$ cat src/rtl/collatz_sweep_if.sv
// Host-facing bundle for the Collatz range engine: the start/abort handshake,
// the sweep range, and the accumulated sweep results.
interface collatz_sweep_if #(
    parameter int WIDTH = 64,
    parameter int LEN_W = 16,
    parameter int CNT_W = 16
);
    logic             start;
    logic             abort;
    logic [WIDTH-1:0] seed_base;
    logic [CNT_W-1:0] seed_count;
    logic             busy;
    logic             done;
    logic [WIDTH-1:0] best_seed;
    logic [LEN_W-1:0] best_len;
    logic [WIDTH-1:0] peak;
    logic             ovf_flag;
    logic [WIDTH-1:0] ovf_seed;
    logic             sat_flag;
    logic [CNT_W-1:0] seeds_done;

    modport master (
        output start, abort, seed_base, seed_count,
        input  busy, done, best_seed, best_len, peak,
               ovf_flag, ovf_seed, sat_flag, seeds_done
    );

    modport slave (
        input  start, abort, seed_base, seed_count,
        output busy, done, best_seed, best_len, peak,
               ovf_flag, ovf_seed, sat_flag, seeds_done
    );
endinterface

$ cat src/rtl/collatz_sweep.sv
// Collatz range engine: walks a block of consecutive seeds one orbit step per
// cycle, keeping the longest orbit, the peak iterate and overflow/saturation flags.
module collatz_sweep #(
    parameter int WIDTH = 64,
    parameter int LEN_W = 16,
    parameter int CNT_W = 16
) (
    input  logic           clk,
    input  logic           reset,
    collatz_sweep_if.slave bus
);
    typedef enum logic [1:0] {IDLE, RUN, DONE} state_t;

    state_t           state;
    state_t           state_next;
    logic [WIDTH-1:0] n;
    logic [LEN_W-1:0] len;
    logic [WIDTH-1:0] cur_seed;
    logic [CNT_W-1:0] count;
    logic [WIDTH-1:0] best_seed;
    logic [LEN_W-1:0] best_len;
    logic [WIDTH-1:0] peak;
    logic             ovf_flag;
    logic [WIDTH-1:0] ovf_seed;
    logic             sat_flag;
    logic [CNT_W-1:0] seeds_done;

    // Two extra bits on 3n+1 expose the carry out of the iterator width.
    logic [WIDTH+1:0] triple;
    logic [WIDTH-1:0] step_next;
    logic             is_end;
    logic             ovf_hit;
    logic             sat_hit;
    logic             finish;
    logic             last_seed;

    always_comb begin
        triple    = {2'b00, n} + {1'b0, n, 1'b0} + {{(WIDTH+1){1'b0}}, 1'b1};
        step_next = n[0] ? triple[WIDTH-1:0] : {1'b0, n[WIDTH-1:1]};
        is_end    = (n[WIDTH-1:1] == '0);
        ovf_hit   = !is_end && n[0] && (triple[WIDTH+1:WIDTH] != 2'b00);
        sat_hit   = !is_end && !ovf_hit && (&len);
        finish    = is_end || ovf_hit || sat_hit;
        last_seed = (seeds_done == count - CNT_W'(1));
    end

    always_ff @(posedge clk) begin
        if (reset) state <= IDLE;
        else       state <= state_next;
    end

    always_comb begin
        state_next = state;
        case (state)
            IDLE: begin
                if (bus.start) state_next = (bus.seed_count != '0) ? RUN : DONE;
            end
            RUN: begin
                if (bus.abort)                state_next = IDLE;
                else if (finish && last_seed) state_next = DONE;
            end
            DONE:    state_next = IDLE;
            default: state_next = IDLE;
        endcase
    end

    always_ff @(posedge clk) begin
        if (reset) begin
            n          <= '0;
            len        <= '0;
            cur_seed   <= '0;
            count      <= '0;
            best_seed  <= '0;
            best_len   <= '0;
            peak       <= '0;
            ovf_flag   <= 1'b0;
            ovf_seed   <= '0;
            sat_flag   <= 1'b0;
            seeds_done <= '0;
        end else begin
            case (state)
                IDLE: begin
                    if (bus.start) begin
                        n          <= bus.seed_base;
                        len        <= '0;
                        cur_seed   <= bus.seed_base;
                        count      <= bus.seed_count;
                        best_seed  <= '0;
                        best_len   <= '0;
                        peak       <= '0;
                        ovf_flag   <= 1'b0;
                        ovf_seed   <= '0;
                        sat_flag   <= 1'b0;
                        seeds_done <= '0;
                    end
                end
                RUN: begin
                    // The peak tracks every iterate held in RUN, including the abort cycle.
                    if (n > peak) peak <= n;
                    if (!bus.abort) begin
                        if (finish) begin
                            seeds_done <= seeds_done + CNT_W'(1);
                            if (is_end && (len > best_len)) begin
                                best_seed <= cur_seed;
                                best_len  <= len;
                            end
                            if (ovf_hit) begin
                                ovf_flag <= 1'b1;
                                if (!ovf_flag) ovf_seed <= cur_seed;
                            end
                            if (sat_hit) sat_flag <= 1'b1;
                            if (!last_seed) begin
                                cur_seed <= cur_seed + WIDTH'(1);
                                n        <= cur_seed + WIDTH'(1);
                                len      <= '0;
                            end
                        end else begin
                            n   <= step_next;
                            len <= len + LEN_W'(1);
                        end
                    end
                end
                default: ;
            endcase
        end
    end

    assign bus.busy       = (state == RUN);
    assign bus.done       = (state == DONE);
    assign bus.best_seed  = best_seed;
    assign bus.best_len   = best_len;
    assign bus.peak       = peak;
    assign bus.ovf_flag   = ovf_flag;
    assign bus.ovf_seed   = ovf_seed;
    assign bus.sat_flag   = sat_flag;
    assign bus.seeds_done = seeds_done;
endmodule

$ cat src/flat_wrapper.sv
// flat-port wrapper written by rule: the top's interface ports become plain ports
module collatz_sweep_flat 
#(
    parameter int WIDTH = 64,
    parameter int LEN_W = 16,
    parameter int CNT_W = 16
)
  (clk, reset, bus_start, bus_abort, bus_seed_base, bus_seed_count, bus_busy, bus_done, bus_best_seed, bus_best_len, bus_peak, bus_ovf_flag, bus_ovf_seed, bus_sat_flag, bus_seeds_done);
  collatz_sweep_if #(.WIDTH(WIDTH), .LEN_W(LEN_W), .CNT_W(CNT_W)) bus_i ();
  input  logic clk;
  input  logic reset;
  input wire logic [$bits(bus_i.start)-1:0] bus_start;
  input wire logic [$bits(bus_i.abort)-1:0] bus_abort;
  input wire logic [$bits(bus_i.seed_base)-1:0] bus_seed_base;
  input wire logic [$bits(bus_i.seed_count)-1:0] bus_seed_count;
  output wire logic [$bits(bus_i.busy)-1:0] bus_busy;
  output wire logic [$bits(bus_i.done)-1:0] bus_done;
  output wire logic [$bits(bus_i.best_seed)-1:0] bus_best_seed;
  output wire logic [$bits(bus_i.best_len)-1:0] bus_best_len;
  output wire logic [$bits(bus_i.peak)-1:0] bus_peak;
  output wire logic [$bits(bus_i.ovf_flag)-1:0] bus_ovf_flag;
  output wire logic [$bits(bus_i.ovf_seed)-1:0] bus_ovf_seed;
  output wire logic [$bits(bus_i.sat_flag)-1:0] bus_sat_flag;
  output wire logic [$bits(bus_i.seeds_done)-1:0] bus_seeds_done;
  assign bus_i.start = bus_start;
  assign bus_i.abort = bus_abort;
  assign bus_i.seed_base = bus_seed_base;
  assign bus_i.seed_count = bus_seed_count;
  assign bus_busy = bus_i.busy;
  assign bus_done = bus_i.done;
  assign bus_best_seed = bus_i.best_seed;
  assign bus_best_len = bus_i.best_len;
  assign bus_peak = bus_i.peak;
  assign bus_ovf_flag = bus_i.ovf_flag;
  assign bus_ovf_seed = bus_i.ovf_seed;
  assign bus_sat_flag = bus_i.sat_flag;
  assign bus_seeds_done = bus_i.seeds_done;
  collatz_sweep #(.WIDTH(WIDTH), .LEN_W(LEN_W), .CNT_W(CNT_W)) u_core (.clk(clk), .reset(reset), .bus(bus_i));
endmodule
$ cat config.mk
export PLATFORM = sky130hd
export DESIGN_NAME = collatz_sweep_flat
export DESIGN_NICKNAME = d
export VERILOG_FILES = /design/src/rtl/collatz_sweep_if.sv /design/src/rtl/collatz_sweep.sv /design/src/flat_wrapper.sv
export SDC_FILE = /design/constraint.sdc
export NUM_CORES = 1
export LEC_CHECK = 0
export CAP_MARGIN = 25
export CORE_UTILIZATION = 57
export CTS_CLUSTER_DIAMETER = 30
export DETAILED_ROUTE_END_ITERATION = 6
export HOLD_SLACK_MARGIN = 0.12
export PLACE_DENSITY = 0.81
export SLEW_MARGIN = 20
export SYNTH_ARGS = -nofsm -noshare
export SYNTH_HDL_FRONTEND = slang
export SYNTH_SLANG_ARGS = --single-unit
$ cat constraint.sdc
create_clock -name clk -period 4.8 [get_ports clk]
set_input_delay 1.2 -clock clk [delete_from_list [all_inputs] [get_ports clk]]
set_output_delay 1.2 -clock clk [all_outputs]
set_load 0.01 [all_outputs]
==> summary.md <==
| Metric | Value |
|---|---|
| Hold slack | 0.453 ns |
| Via total after detailed routing | approximately 28,000 |
| Relative slew slack | 29.7% |
| Post-CTS Hold Buffers | 0 |
| Mean post-synth cell area | ~7.5 um2 |
| Congestion Overflow GR | 0 |
| First-pass GRT wire length | 156,000 um |
| Count of final max-slew check failures | 0 |
| Dpl ws | 0.123 ns |
| Initial antenna violation count | 3 |
| CP max FO | 7 |
| Static power due to leakage | ~12 nW |
| Data arrival time at the worst-slack endpoint | roughly 5.3 ns |
| Total instance count after detailed placement | 4,205 |
| WL final | 102,000 um |
| Category of the critical setup timing path | register to register |
| Top cells by area, synth | sky130_fd_sc_hd__dfxtp_1, sky130_fd_sc_hd__ha_1, sky130_fd_sc_hd__nand2_1 |
| Overall fraction of global-route tracks in use | 42.7% |
| Register area | 7770 um2 |
| Proportion of register bits with asynchronous set or reset after synthesis | 0% |
| Number of enable flip-flop cells after synthesis | 0 |
| Cell variety after synth | 82 |
| Maximum achievable frequency | approximately 0.21 GHz |
| Deepest clock path buffer count | 3 |
| Total clock buffers created by CTS | 88 |
| Final critical-path setup slack | ~0.055 ns |
| Period Utilization, post-route | 98.9% |
| Yosys top cell area share | 30.3% |
| Post-DR wirelength/cell | 23.3 um |
| First-iteration detailed-routing DRC count | 3,716 |
| Final hold viol count | 0 |
| Placed wire-length estimate after detailed placement | 73,000 um |
| Starting Density | between 50% and 60% |
| Non-filler cells, final | 4,375 |
| Sum of negative setup slack | 0 ns |
| Share of synthesized area occupied by flip-flops and latches | 30.3% |
| CTS Root Cell | sky130_fd_sc_hd__clkbuf_16 |
| Clock period minus worst slack | 4.75 ns |
| Max-cap violations | 0 |
| Count of nets left with antenna violations after detail routing | 0 |
| CTS H-tree lvls | 3 |
| Number of instances in the synthesized netlist | 3,438 |
| Boundary Pins | 312 |
| Standard-cell row count | 77 |
| Hold endpoint | u_core.bus.best_seed[40] |
| Post-DR vias/cell | 6.50 |
| Most common cell in the netlist | sky130_fd_sc_hd__nand2_1 |
| Layout Area Growth over Synthesis | 27.4% |
| Worst clock skew | 0.0260 ns |
| Cell count of the worst hold path | 2 |
| Global placer's final weighted congestion | 1.07 |
| Clock transition at the registers of the reported paths | 0.05 ns |
| Prevailing post-synth register cell | sky130_fd_sc_hd__dfxtp_1 |
| Worst R2R End | u_core.n[21] |
| Pwr dens | roughly 440 nW/um2 |
| Die span in x | about 210 um |
| # fillers | 3,334 |
| Slew at the pin closest to its max-slew limit | roughly 1.1 ns |
| Input/output buffers | around 310 |
| Kind of end point of the critical path | register |
| Required time at the endpoint of the critical path | roughly 5.3 ns |
| Count of TritonRoute iterations in the first routing pass | 7 |
| Vias in the first global route | between 20,000 and 30,000 |
| Post-Synthesis Net Count | 3,705 |
| Most frequent cells after synthesis | sky130_fd_sc_hd__nand2_1, sky130_fd_sc_hd__dfxtp_1, sky130_fd_sc_hd__a21oi_1, sky130_fd_sc_hd__nor2_1, sky130_fd_sc_hd__ha_1 |
| Launching point of the worst reg2reg path | u_core.n[9] |
| Pin count of the biggest net entering global routing | 231 |
| Nets | 3,977 |
| Share of cells above drive strength 1 | 7.93% |
| Cells on worst reg2reg path | 12 |
| Final setup violation count | 0 |
| Remaining DRCs | 0 |
| Clock tree from TritonCTS | yes |
| Launch instance of the worst min-delay path | u_core.bus.best_seed[40] |
| Hold WC Path Type | register to register |
| Register-to-Register Setup Slack | about 0.055 ns |
| Most area-hungry cell type in the Yosys netlist | sky130_fd_sc_hd__dfxtp_1 |
| Outcome | complete, no violations |
| VDD IR-drop max | 481 uV |
| Synth warn | 0 |
| Total Power Consumption | 14.3 mW |
| Multi-input logic area | 16,400 um2 |
| Worst Setup Start Kind | register |
| Count of state elements after synthesis | about 390 |
| Placeable Area | 44,300 um2 |
| Clock sink count | 388 |
| Clk Latency, worst-skew pair | 0.63 ns |
| Die area | 45,800 um2 |
| Post-synthesis instance area | approximately 26,000 um2 |
| Die Y-Extent | 214 um |
## power by group
| part | leakage, nW | total [mW] | switching, mW | internal, mW |
|---|---|---|---|---|
| logic | 7.54 | 4.17 | 2.67 | 1.50 |
| clock network | 1.52 | 6.31 | 2.08 | 4.24 |
| registers | 3.16 | 3.81 | 0.368 | 3.44 |
| total | 12.2 | 14.3 | 5.11 | 9.18 |
## per-stage QoR
| stage | cell area (um2) | util (%) |
|---|---|---|
| 2_1_floorplan | 25600 | - |
| 3_3_place_gp | 29400 | 66.3 |
| 3_5_place_dp | 29400 | 66.3 |
| 4_1_cts | 32500 | 73.4 |
| 5_1_grt | 32600 | 73.6 |
| 6_report | 32600 | 73.6 |
## flip-flops by register name, indices dropped and copies added, names as in the netlist, 2 cells and up, named ones only
register               count
u_core.bus.seeds_done     16
u_core.cur_seed           64
u_core.len                16
u_core.bus.best_len       16
u_core.state               2
u_core.bus.ovf_seed       64
u_core.bus.best_seed      64
u_core.count              16
u_core.bus.peak           64
u_core.n                  63
## kinds of logic after synthesis
logic type,synth area share (%)
flip-flops,30.3
adder cells (fa/ha/maj),8.97
XOR/XNOR,4.72
buffers and inverters,6.11
AO/OA/AOI/OAI,22.3
multiplexers,3.53
AND/OR/NAND/NOR,24.1
## worst max-delay path: stages (launching register included)
cell and delay (ns):
sky130_fd_sc_hd__dfxtp_1 0.45, sky130_fd_sc_hd__inv_1 0.11, sky130_fd_sc_hd__ha_1 0.39, sky130_fd_sc_hd__nand2_1 0.18, sky130_fd_sc_hd__or3_1 0.42, sky130_fd_sc_hd__o311ai_2 0.45
sky130_fd_sc_hd__o21ai_0 0.35, sky130_fd_sc_hd__and4_1 0.36, sky130_fd_sc_hd__nor3_4 0.44, sky130_fd_sc_hd__a21oi_4 0.11, sky130_fd_sc_hd__nor2_1 0.64, sky130_fd_sc_hd__o21ai_0 0.41
sky130_fd_sc_hd__a211oi_1 0.33
## placed cells by master, fill, tap and decap left out, types with 15 or more instances in the layout
cell type | netlist | routed
sky130_fd_sc_hd__clkdlybuf4s50_1 | 0 | 310
sky130_fd_sc_hd__clkinv_2 | 0 | 19
sky130_fd_sc_hd__a21o_1 | 48 | 48
sky130_fd_sc_hd__a21oi_1 | 355 | 355
sky130_fd_sc_hd__nand4_1 | 76 | 76
sky130_fd_sc_hd__a31oi_1 | 39 | 39
sky130_fd_sc_hd__xnor2_1 | 82 | 82
sky130_fd_sc_hd__inv_1 | 177 | 176
sky130_fd_sc_hd__a311oi_1 | 28 | 28
sky130_fd_sc_hd__nand2_1 | 511 | 510
sky130_fd_sc_hd__nand3_1 | 151 | 151
sky130_fd_sc_hd__mux2i_1 | 87 | 87
sky130_fd_sc_hd__buf_4 | 1 | 81
sky130_fd_sc_hd__o21a_1 | 21 | 20
sky130_fd_sc_hd__a211oi_1 | 30 | 30
sky130_fd_sc_hd__and2_1 | 64 | 64
sky130_fd_sc_hd__o21ai_0 | 138 | 136
sky130_fd_sc_hd__o211ai_1 | 68 | 68
sky130_fd_sc_hd__or3_1 | 24 | 24
sky130_fd_sc_hd__clkbuf_16 | 0 | 89
sky130_fd_sc_hd__or2_2 | 16 | 16
sky130_fd_sc_hd__nor2b_1 | 15 | 15
sky130_fd_sc_hd__ha_1 | 182 | 182
sky130_fd_sc_hd__nor2_1 | 300 | 298
sky130_fd_sc_hd__xor2_1 | 56 | 56
sky130_fd_sc_hd__dfxtp_1 | 388 | 387
sky130_fd_sc_hd__o31ai_1 | 23 | 22
sky130_fd_sc_hd__nand2b_1 | 16 | 15
sky130_fd_sc_hd__a21boi_0 | 16 | 16
sky130_fd_sc_hd__and3_1 | 29 | 29
sky130_fd_sc_hd__nor3_1 | 62 | 61
## how the worst max path moves through the flow
stage                  from                      end  slack, ns  cells after the start
2_1_floorplan   u_core.n[0]             u_core.n[60]       0.79                     18
3_3_place_gp   u_core.n[19]             u_core.n[10]       0.09                     14
3_5_place_dp   u_core.n[19]             u_core.n[10]       0.12                     14
4_1_cts        u_core.n[27]  u_core.bus.ovf_seed[25]       0.05                     14
5_1_grt         u_core.n[9]             u_core.n[21]     -0.007                     12
6_report        u_core.n[9]             u_core.n[21]       0.05                     12
## metal layers
layer | part of all wire [%] | global-route usage (%) | vias to the layer above
met1 | 37 | 49.1 | 13500
met3 | 9.0 | 8.53 | 482
li1 | - | - | 12700
met5 | 0.0079 | 0 | -
met2 | 47 | 71.7 | 1741
met4 | 7.2 | 28.4 | 2
## area by class of cell
type                    count  area share (%)
diodes                      2          0.0153
clock buffers             100            7.08
clock inverters            61            2.47
inverters                 177            2.04
multi-input cells        2652            50.2
flip-flops and latches    388            23.8
well taps                 592            2.27
repair buffers            403            12.1
## what timing repair did
item / CTS / global route
setup endpoints to repair: 0 / 100
gates resized for setup: 0 / 10
setup buffers: 0 / 6
Note: power is estimated with default switching activity, not from simulation.
